[src/rtl/note_pkg.sv]
// note_pkg: shared state encoding, slot record and default geometry for the note lane engine
package note_pkg;
  typedef enum logic [1:0] {IDLE = 2'd0, PLAY = 2'd1, DONE = 2'd2} state_t;
  typedef struct packed {
    logic       valid;
    logic [9:0] pos;
  } slot_t;
  localparam int DEF_LANES     = 3;
  localparam int DEF_SLOTS     = 5;
  localparam int DEF_SEQ_LEN   = 23;
  localparam int DEF_SPAWN_GAP = 64;
  localparam int DEF_Y_MAX     = 490;
  localparam int DEF_HIT_LO    = 410;
  localparam int DEF_HIT_HI    = 450;
  localparam int DEF_HALF_H    = 20;
  localparam int DEF_LANE_W    = 220;
  localparam int DEF_LANE_GAP  = 20;
endpackage

[src/rtl/note_lane.sv]
// note_lane: one lane of note slots with advance, expiry, spawn, hit-select and pixel compare
// Ports:
//   board_clk, reset   clock, asynchronous active-high reset
//   clr_i              clear every slot (entering play)
//   tick_i             gated motion tick
//   spawn_i            spawn a note this tick (already qualified by the top)
//   hit_i              gated hit pulse for this lane
//   pix_x_i, pix_y_i   current VGA pixel
//   expire_cnt_o       slots expired this tick
//   hit_ok_o           a hit cleared a slot this cycle
//   full_o             no free slot left for a spawn this cycle
//   busy_o             at least one slot valid
//   lane_on_o          registered: pixel lies on an active note of this lane
module note_lane
  import note_pkg::*;
#(
  parameter int SLOTS  = DEF_SLOTS,
  parameter int Y_MAX  = DEF_Y_MAX,
  parameter int HIT_LO = DEF_HIT_LO,
  parameter int HIT_HI = DEF_HIT_HI,
  parameter int HALF_H = DEF_HALF_H,
  parameter int X_LO   = 0,
  parameter int X_W    = DEF_LANE_W - DEF_LANE_GAP,
  parameter int CW     = $clog2(SLOTS + 1)
) (
  input  logic          board_clk,
  input  logic          reset,
  input  logic          clr_i,
  input  logic          tick_i,
  input  logic          spawn_i,
  input  logic          hit_i,
  input  logic [9:0]    pix_x_i,
  input  logic [9:0]    pix_y_i,
  output logic [CW-1:0] expire_cnt_o,
  output logic          hit_ok_o,
  output logic          full_o,
  output logic          busy_o,
  output logic          lane_on_o
);
  localparam logic [9:0] YM  = 10'(Y_MAX);
  localparam logic [9:0] HLO = 10'(HIT_LO);
  localparam logic [9:0] HHI = 10'(HIT_HI);

  slot_t [SLOTS-1:0] slot_q, slot_d;
  logic [SLOTS-1:0]  hit_mask;
  logic              found;
  logic [9:0]        best;
  logic              lane_on_q, lane_on_d;
  logic [10:0]       dx;

  always_comb begin
    found = 1'b0;
    best = '0;
    hit_mask = '0;
    // strict '>' keeps the lowest index on a position tie
    for (int s = 0; s < SLOTS; s++)
      if (slot_q[s].valid && slot_q[s].pos >= HLO && slot_q[s].pos <= HHI && (!found || slot_q[s].pos > best)) begin
        found = 1'b1;
        best = slot_q[s].pos;
        hit_mask = '0;
        hit_mask[s] = 1'b1;
      end
    hit_ok_o = hit_i && found;
    expire_cnt_o = '0;
    slot_d = slot_q;
    // the hit works on pre-tick positions, so a hit slot never advances or expires
    for (int s = 0; s < SLOTS; s++)
      if (hit_ok_o && hit_mask[s])
        slot_d[s].valid = 1'b0;
      else if (tick_i && slot_q[s].valid) begin
        if (slot_q[s].pos >= YM) begin
          slot_d[s].valid = 1'b0;
          expire_cnt_o = expire_cnt_o + CW'(1);
        end else
          slot_d[s].pos = slot_q[s].pos + 10'd1;
      end
    // free slots are judged after this cycle's hit and expiry clears
    full_o = 1'b1;
    for (int s = 0; s < SLOTS; s++)
      if (full_o && !slot_d[s].valid) begin
        full_o = 1'b0;
        if (spawn_i) begin
          slot_d[s].valid = 1'b1;
          slot_d[s].pos = 10'd0;
        end
      end
  end

  // lane-relative x wraps above 1023 when left of the lane, so one compare covers both edges
  assign dx = {1'b0, pix_x_i} - 11'(X_LO);

  always_comb begin
    busy_o = 1'b0;
    lane_on_d = 1'b0;
    // pos-H <= y is rewritten as pos <= y+H so the lower bound cannot underflow
    for (int s = 0; s < SLOTS; s++) begin
      busy_o = busy_o | slot_q[s].valid;
      lane_on_d = lane_on_d | (slot_q[s].valid &&
                  {1'b0, pix_y_i} <= {1'b0, slot_q[s].pos} + 11'(HALF_H) &&
                  {1'b0, slot_q[s].pos} <= {1'b0, pix_y_i} + 11'(HALF_H));
    end
    lane_on_d = lane_on_d && dx < 11'(X_W);
  end

  assign lane_on_o = lane_on_q;

  always_ff @(posedge board_clk or posedge reset)
    if (reset) begin
      slot_q <= '0;
      lane_on_q <= 1'b0;
    end else begin
      slot_q <= clr_i ? '0 : slot_d;
      lane_on_q <= lane_on_d;
    end
endmodule

[src/rtl/note_lane_engine.sv]
// note_lane_engine: falling-note rhythm engine with pattern spawning, scoring and per-pixel lane flags
// Ports:
//   board_clk, reset    clock, asynchronous active-high reset
//   step_tick_i         one-cycle motion-rate pulse
//   start_i/stop_i      IDLE->PLAY / PLAY,DONE->IDLE levels
//   pause_i             freezes motion, spawning and hits
//   seq_note_i          pattern word at seq_idx_o, bit l spawns in lane l
//   seq_idx_o           current pattern index
//   hit_btn_i           one-cycle hit pulses per lane
//   pix_x_i, pix_y_i    current VGA pixel
//   lane_on_o, band_on_o  registered pixel flags for notes and hit band
//   score_o, miss_count_o saturating hit / miss counters
//   overflow_o          sticky dropped-spawn flag
//   state_o             IDLE=0, PLAY=1, DONE=2
module note_lane_engine
  import note_pkg::*;
#(
  parameter int LANES     = DEF_LANES,
  parameter int SLOTS     = DEF_SLOTS,
  parameter int SEQ_LEN   = DEF_SEQ_LEN,
  parameter int SPAWN_GAP = DEF_SPAWN_GAP,
  parameter int Y_MAX     = DEF_Y_MAX,
  parameter int HIT_LO    = DEF_HIT_LO,
  parameter int HIT_HI    = DEF_HIT_HI,
  parameter int HALF_H    = DEF_HALF_H,
  parameter int LANE_W    = DEF_LANE_W,
  parameter int LANE_GAP  = DEF_LANE_GAP,
  parameter int IW        = $clog2(SEQ_LEN + 1)
) (
  input  logic             board_clk,
  input  logic             reset,
  input  logic             step_tick_i,
  input  logic             start_i,
  input  logic             stop_i,
  input  logic             pause_i,
  input  logic [LANES-1:0] seq_note_i,
  output logic [IW-1:0]    seq_idx_o,
  input  logic [LANES-1:0] hit_btn_i,
  input  logic [9:0]       pix_x_i,
  input  logic [9:0]       pix_y_i,
  output logic [LANES-1:0] lane_on_o,
  output logic             band_on_o,
  output logic [7:0]       score_o,
  output logic [7:0]       miss_count_o,
  output logic             overflow_o,
  output logic [1:0]       state_o
);
  localparam int GW = SPAWN_GAP > 1 ? $clog2(SPAWN_GAP) : 1;
  localparam int CW = $clog2(SLOTS + 1);

  state_t           state_q, state_d;
  logic [IW-1:0]    seq_idx_q, seq_idx_d;
  logic [GW-1:0]    gap_q, gap_d;
  logic [7:0]       score_q, score_d, miss_q, miss_d;
  logic             overflow_q, overflow_d, band_on_q, band_on_d;
  logic             enter_play, active, tick, spawn_tick;
  logic [LANES-1:0] hit_ok, full, busy, spawn;
  logic [CW-1:0]    expire_cnt [LANES];
  logic [9:0]       hit_sum, miss_sum, score_sum, miss_total;

  // stop outranks every other PLAY event, so it also masks this cycle's tick and hits
  assign active = state_q == PLAY && !stop_i && !pause_i;
  assign tick = active && step_tick_i;
  assign spawn_tick = tick && gap_q == '0 && seq_idx_q < IW'(SEQ_LEN);
  assign spawn = spawn_tick ? seq_note_i : '0;
  assign enter_play = state_q == IDLE && start_i;
  assign band_on_d = pix_y_i >= 10'(HIT_LO) && pix_y_i <= 10'(HIT_HI);

  for (genvar l = 0; l < LANES; l++) begin : g_lane
    note_lane #(
      .SLOTS(SLOTS), .Y_MAX(Y_MAX), .HIT_LO(HIT_LO), .HIT_HI(HIT_HI), .HALF_H(HALF_H),
      .X_LO(l * LANE_W), .X_W(LANE_W - LANE_GAP)
    ) u_lane (
      .board_clk(board_clk), .reset(reset), .clr_i(enter_play), .tick_i(tick),
      .spawn_i(spawn[l]), .hit_i(active && hit_btn_i[l]),
      .pix_x_i(pix_x_i), .pix_y_i(pix_y_i),
      .expire_cnt_o(expire_cnt[l]), .hit_ok_o(hit_ok[l]), .full_o(full[l]),
      .busy_o(busy[l]), .lane_on_o(lane_on_o[l])
    );
  end

  always_comb begin
    state_d = state_q;
    if (enter_play)
      state_d = PLAY;
    else if (state_q != IDLE && stop_i)
      state_d = IDLE;
    else if (state_q == PLAY && seq_idx_q == IW'(SEQ_LEN) && busy == '0)
      state_d = DONE;
  end

  always_comb begin
    hit_sum = '0;
    miss_sum = '0;
    for (int l = 0; l < LANES; l++) begin
      hit_sum = hit_sum + 10'(hit_ok[l]);
      miss_sum = miss_sum + 10'(expire_cnt[l]);
    end
    score_sum = 10'(score_q) + hit_sum;
    miss_total = 10'(miss_q) + miss_sum;
    score_d = score_sum > 10'd255 ? 8'hff : score_sum[7:0];
    miss_d = miss_total > 10'd255 ? 8'hff : miss_total[7:0];
    gap_d = tick ? (gap_q == GW'(SPAWN_GAP - 1) ? '0 : gap_q + GW'(1)) : gap_q;
    seq_idx_d = seq_idx_q + IW'(spawn_tick);
    overflow_d = overflow_q || (spawn & full) != '0;
    if (enter_play) begin
      score_d = '0;
      miss_d = '0;
      gap_d = '0;
      seq_idx_d = '0;
      overflow_d = 1'b0;
    end
  end

  always_ff @(posedge board_clk or posedge reset)
    if (reset) begin
      state_q <= IDLE;
      seq_idx_q <= '0;
      gap_q <= '0;
      score_q <= '0;
      miss_q <= '0;
      overflow_q <= 1'b0;
      band_on_q <= 1'b0;
    end else begin
      state_q <= state_d;
      seq_idx_q <= seq_idx_d;
      gap_q <= gap_d;
      score_q <= score_d;
      miss_q <= miss_d;
      overflow_q <= overflow_d;
      band_on_q <= band_on_d;
    end

  assign state_o = state_q;
  assign seq_idx_o = seq_idx_q;
  assign score_o = score_q;
  assign miss_count_o = miss_q;
  assign overflow_o = overflow_q;
  assign band_on_o = band_on_q;
endmodule

[config.mk]
export PLATFORM = sky130hd
export DESIGN_NAME = note_lane_engine
export DESIGN_NICKNAME = d
export VERILOG_FILES = /design/src/rtl/note_pkg.sv /design/src/rtl/note_lane.sv /design/src/rtl/note_lane_engine.sv
export SDC_FILE = /design/constraint.sdc
export NUM_CORES = 1
export LEC_CHECK = 0
export CAP_MARGIN = 20
export CORE_MARGIN = 3
export CORE_UTILIZATION = 60
export DETAILED_ROUTE_END_ITERATION = 10
export MAX_ROUTING_LAYER = met4
export PLACE_DENSITY = 0.78
export SYNTH_ARGS = -nofsm -noshare
export SYNTH_HDL_FRONTEND = slang
export SYNTH_SLANG_ARGS = --single-unit
export TNS_END_PERCENT = 100
[constraint.sdc]
create_clock -name board_clk -period 14.7 [get_ports board_clk]
set_input_delay 2.94 -clock board_clk [delete_from_list [all_inputs] [get_ports board_clk]]
set_output_delay 2.94 -clock board_clk [all_outputs]
set_load 0.03 [all_outputs]
==> run_summary.xml <==
<?xml version="1.0" encoding="UTF-8"?>
<metrics>
  <group name="layout">
    <metric name="instances_no_fill" unit="">3590</metric>
    <metric name="area_growth" unit="%">7.57</metric>
    <metric name="fillerInstances" unit="">3485</metric>
    <metric name="nets" unit="">3593</metric>
    <metric name="drive_gt1_share" unit="%">5.30</metric>
  </group>
  <group name="die">
    <metric name="die_height" unit="um">211</metric>
    <metric name="fp.coreArea" unit="um^2">41100</metric>
    <metric name="placementRows" unit="">74</metric>
    <metric name="floorplan.die_area" unit="um^2">44300</metric>
    <metric name="boundaryPins" unit="">60</metric>
    <metric name="die_w" unit="um">211</metric>
    <metric name="floorplan.initialDensity" unit="%">61.1</metric>
  </group>
  <group name="placement">
    <metric name="dp_hpwl" unit="mm">56.3</metric>
    <metric name="dp.cells" unit="">3549</metric>
    <metric name="placement.setup.worst_slack" unit="ns">0.529</metric>
    <metric name="place.gp.congestion" unit="">0.962</metric>
    <metric name="place.port_buffers" unit="">57</metric>
  </group>
  <group name="detailed_routing">
    <metric name="drt_drc_violations_left" unit="">0</metric>
    <metric name="drt-vias-per-instance" unit="">6.65</metric>
    <metric name="wl" unit="mm">78.5</metric>
    <metric name="antenna_violating_nets_post_route" unit="">0</metric>
    <metric name="wl_met1" unit="mm">32.6</metric>
    <metric name="drtPass1Iterations" unit="">5</metric>
    <metric name="dr.first_iter.drc_count" unit="">2294</metric>
    <metric name="met3RoutedLength" unit="mm">6.91</metric>
    <metric name="dr_wl_met2" unit="mm">35.2</metric>
    <metric name="maxUsedRoutingLayer" unit="">met4</metric>
    <metric name="route.detailed.wl_per_inst" unit="um">21.9</metric>
    <metric name="via_count" unit="">23871</metric>
  </group>
  <group name="yosys">
    <metric name="synth.lib_cells_used.distinct" unit="">103</metric>
    <metric name="synth-edff-count" unit="">0</metric>
    <metric name="netlist.area_leader.share" unit="%">25.4</metric>
    <metric name="synth-async-reset-ratio" unit="%">100</metric>
    <metric name="synth_warnings" unit="">0</metric>
    <metric name="synth.avg_cell_area" unit="um^2">8.35</metric>
    <metric name="synth.yosys.seq_area_share" unit="%">19.8</metric>
    <metric name="syn-instance-count" unit="">3009</metric>
    <metric name="netlist_top_cells_area" unit="">ha_1, dfrtp_1, nor2_1</metric>
    <metric name="register_bit_count_reported_by_yosys" unit="">199</metric>
    <metric name="most_numerous_cell_in_the_yosys_netlist" unit="">ha_1</metric>
    <metric name="mappedNetlistArea" unit="um^2">25100</metric>
    <metric name="synth_common_cells" unit="">ha_1, nor2_1, a21oi_1</metric>
    <metric name="synth_largest_area_cell" unit="">ha_1</metric>
    <metric name="synth-main-ff-cell" unit="">dfrtp_1</metric>
  </group>
  <group name="worst_setup_path">
    <metric name="crit_fanout" unit="">15</metric>
    <metric name="setup.worst_path.class" unit="">flip-flop to flip-flop</metric>
    <metric name="worst_setup_path_end_kind" unit="">flip-flop</metric>
    <metric name="critical_path.reg2reg.startpoint" unit="">g_lane[2].u_lane.slot_q[3]$_DFF_PP0_</metric>
    <metric name="timing.critical_path.from" unit="">g_lane[2].u_lane.slot_q[3]$_DFF_PP0_</metric>
    <metric name="worst_path_largest_cell_delay" unit="ns">0.63</metric>
    <metric name="timing.critical_path.mode_cell" unit="">ha_1</metric>
    <metric name="critical_path.slowest_cell" unit="">a2111oi_4</metric>
    <metric name="cp.buffers_inverters" unit="">4</metric>
    <metric name="critical_path_required" unit="ns">15.13</metric>
    <metric name="timing.critical_path.arrival" unit="ns">14.20</metric>
    <metric name="critPathTopFamily" unit="">compound AO/OA/AOI/OAI gates</metric>
    <metric name="start_kind" unit="">flip-flop</metric>
  </group>
  <group name="pwr">
    <metric name="cellLeakagePower" unit="nW">12.0</metric>
    <metric name="vdd_ir_drop_max" unit="mV">0.0757</metric>
    <metric name="power_density" unit="nW/um^2">47.9</metric>
    <metric name="report.power.total" unit="mW">1.29</metric>
  </group>
  <group name="job">
    <metric name="maxCapViolations" unit="">0</metric>
  </group>
  <group name="global_routing">
    <metric name="antenna_violations_before_repair" unit="">0</metric>
    <metric name="total_global_routing_overflow" unit="">0</metric>
    <metric name="overall_track_demand_over_capacity_in_global_routing" unit="%">36.4</metric>
    <metric name="grt_max_degree" unit="">140</metric>
    <metric name="first_global_vias" unit="">23178</metric>
    <metric name="grt_pass1_wl" unit="mm">125</metric>
  </group>
  <group name="sta">
    <metric name="fin_skew" unit="ns">0.0141</metric>
    <metric name="transition_time_of_the_tightest_slew_check_pin" unit="ns">0.977</metric>
    <metric name="hold_violations" unit="">0</metric>
    <metric name="fin_crit" unit="ns">13.77</metric>
    <metric name="rsz0062_at_grt" unit="">no</metric>
    <metric name="finalSetupViolCount" unit="">0</metric>
    <metric name="achievable-frequency" unit="MHz">72.6</metric>
    <metric name="max-slew-margin-rel" unit="%">34.5</metric>
    <metric name="layout_worst_path_cycle_share" unit="%">93.7</metric>
    <metric name="setup_slack" unit="ns">0.929</metric>
    <metric name="final.setup.tns" unit="ns">0</metric>
    <metric name="slew_viol_final" unit="">0</metric>
    <metric name="worst_hold_slack" unit="ns">0.512</metric>
  </group>
  <group name="clock_tree">
    <metric name="cts_sinks" unit="">199</metric>
    <metric name="clock_tree.htree_level_count" unit="">4</metric>
    <metric name="cts_buf_count" unit="">17</metric>
    <metric name="clock_tree.root_cell" unit="">clkbuf_16</metric>
    <metric name="cts_tree" unit="">built</metric>
    <metric name="worstSkewPairLatency" unit="ns">0.51</metric>
    <metric name="clk_transition_reported_paths" unit="ns">0.08</metric>
    <metric name="holdBufCountCts" unit="">0</metric>
    <metric name="max-clock-path-buffers" unit="">2</metric>
  </group>
  <group name="outcome">
    <metric name="outcome" unit="">finished clean</metric>
  </group>
  <group name="min_path">
    <metric name="hold_path_startpoint" unit="">score_o[4]$_DFF_PP0_</metric>
    <metric name="hp-class" unit="">flip-flop to flip-flop</metric>
  </group>
</metrics>
-- layout by cell type, fill, tap and decap left out, types with 17 or more instances in the layout --
master	Yosys	final
o21ai_0	158	158
xor2_1	92	88
a21o_1	50	49
a21oi_1	208	207
nor2_1	314	313
and3_1	44	44
nor2b_1	59	59
nand2b_1	31	31
o21a_1	49	49
nor4_1	21	21
inv_1	198	197
mux2_2	24	24
nand4_1	77	77
xnor2_1	122	120
mux2i_1	27	27
o211ai_1	21	21
buf_4	6	30
dfrtp_1	199	199
clkbuf_16	0	17
ha_1	510	510
nor3_1	71	71
nand3_1	102	102
nand2_1	183	183
a31oi_1	23	23
clkdlybuf4s50_1	0	57
o2111ai_1	17	17
a211oi_1	34	34
-- power by group --
part	switching [mW]	internal [mW]
clock network	0.250	0.255
logic	0.157	0.0772
registers	0.00504	0.549
total	0.412	0.881
-- per-layer routing --
| layer | up-vias | global-route usage (%) |
|---|---|---|
| li1 | 11016 | - |
| met1 | 11482 | 46.6 |
| met2 | 1122 | 56.1 |
| met3 | 251 | 6.38 |
| met4 | 0 | 17.3 |
| met5 | - | - |
-- flip-flops by register name, summed over array words and instances, names as in the netlist --
signal / flops
seq_idx_o: 5
miss_count_o: 8
state_o: 2
band_on_o: 1
g_lane.u_lane.lane_on_o: 3
score_o: 8
g_lane.u_lane.slot_q: 165
overflow_o: 1
gap_q: 6
-- final cells by class --
type	instances	area, um^2	area share (%)
clock buffers	22	484	1.79
diodes	2	5.00	0.0185
multi-input cells	2531	19100	70.7
clock inverters	10	114	0.422
well taps	532	666	2.46
flip-flops and latches	199	4980	18.4
inverters	204	776	2.87
repair buffers	90	878	3.25
-- logic make-up after synthesis --
| group | after synthesis | synth area share, % |
|---|---|---|
| AO/OA/AOI/OAI | 727 | 19.6 |
| XOR/XNOR | 219 | 7.86 |
| adder cells (fa/ha/maj) | 518 | 26.0 |
| buffers and inverters | 290 | 4.55 |
| flip-flops | 199 | 19.8 |
| multiplexers | 52 | 2.21 |
| other | 1 | 0.0149 |
| AND/OR/NAND/NOR | 1003 | 19.9 |
-- what timing repair did --
item                                    CTS  global route
endpoints found under the setup margin    0             8
gates resized for setup                   0             6
setup buffers                             0             3
-- final timing paths --
kind	to	slack, ns	cells after the start
setup / recovery	miss_count_o[6]$_DFF_PP0_	0.93	53
hold / removal	score_o[4]$_DFF_PP0_	0.51	1
setup reg to reg	miss_count_o[6]$_DFF_PP0_	0.93	53
hold reg to reg	score_o[4]$_DFF_PP0_	0.51	1
max in group asynchronous	g_lane[0].u_lane.slot_q[38]$_DFF_PP0_	10.15	4
min in group asynchronous	g_lane[1].u_lane.slot_q[7]$_DFF_PP0_	2.78	2
-- metrics by stage --
stage	area [um^2]	util, %
2_1_floorplan	25200	-
3_3_place_gp	26300	63.9
3_5_place_dp	26300	63.9
4_1_cts	26900	65.4
5_1_grt	27000	65.7
6_report	27000	65.7
(Power assumes the default switching activity.)
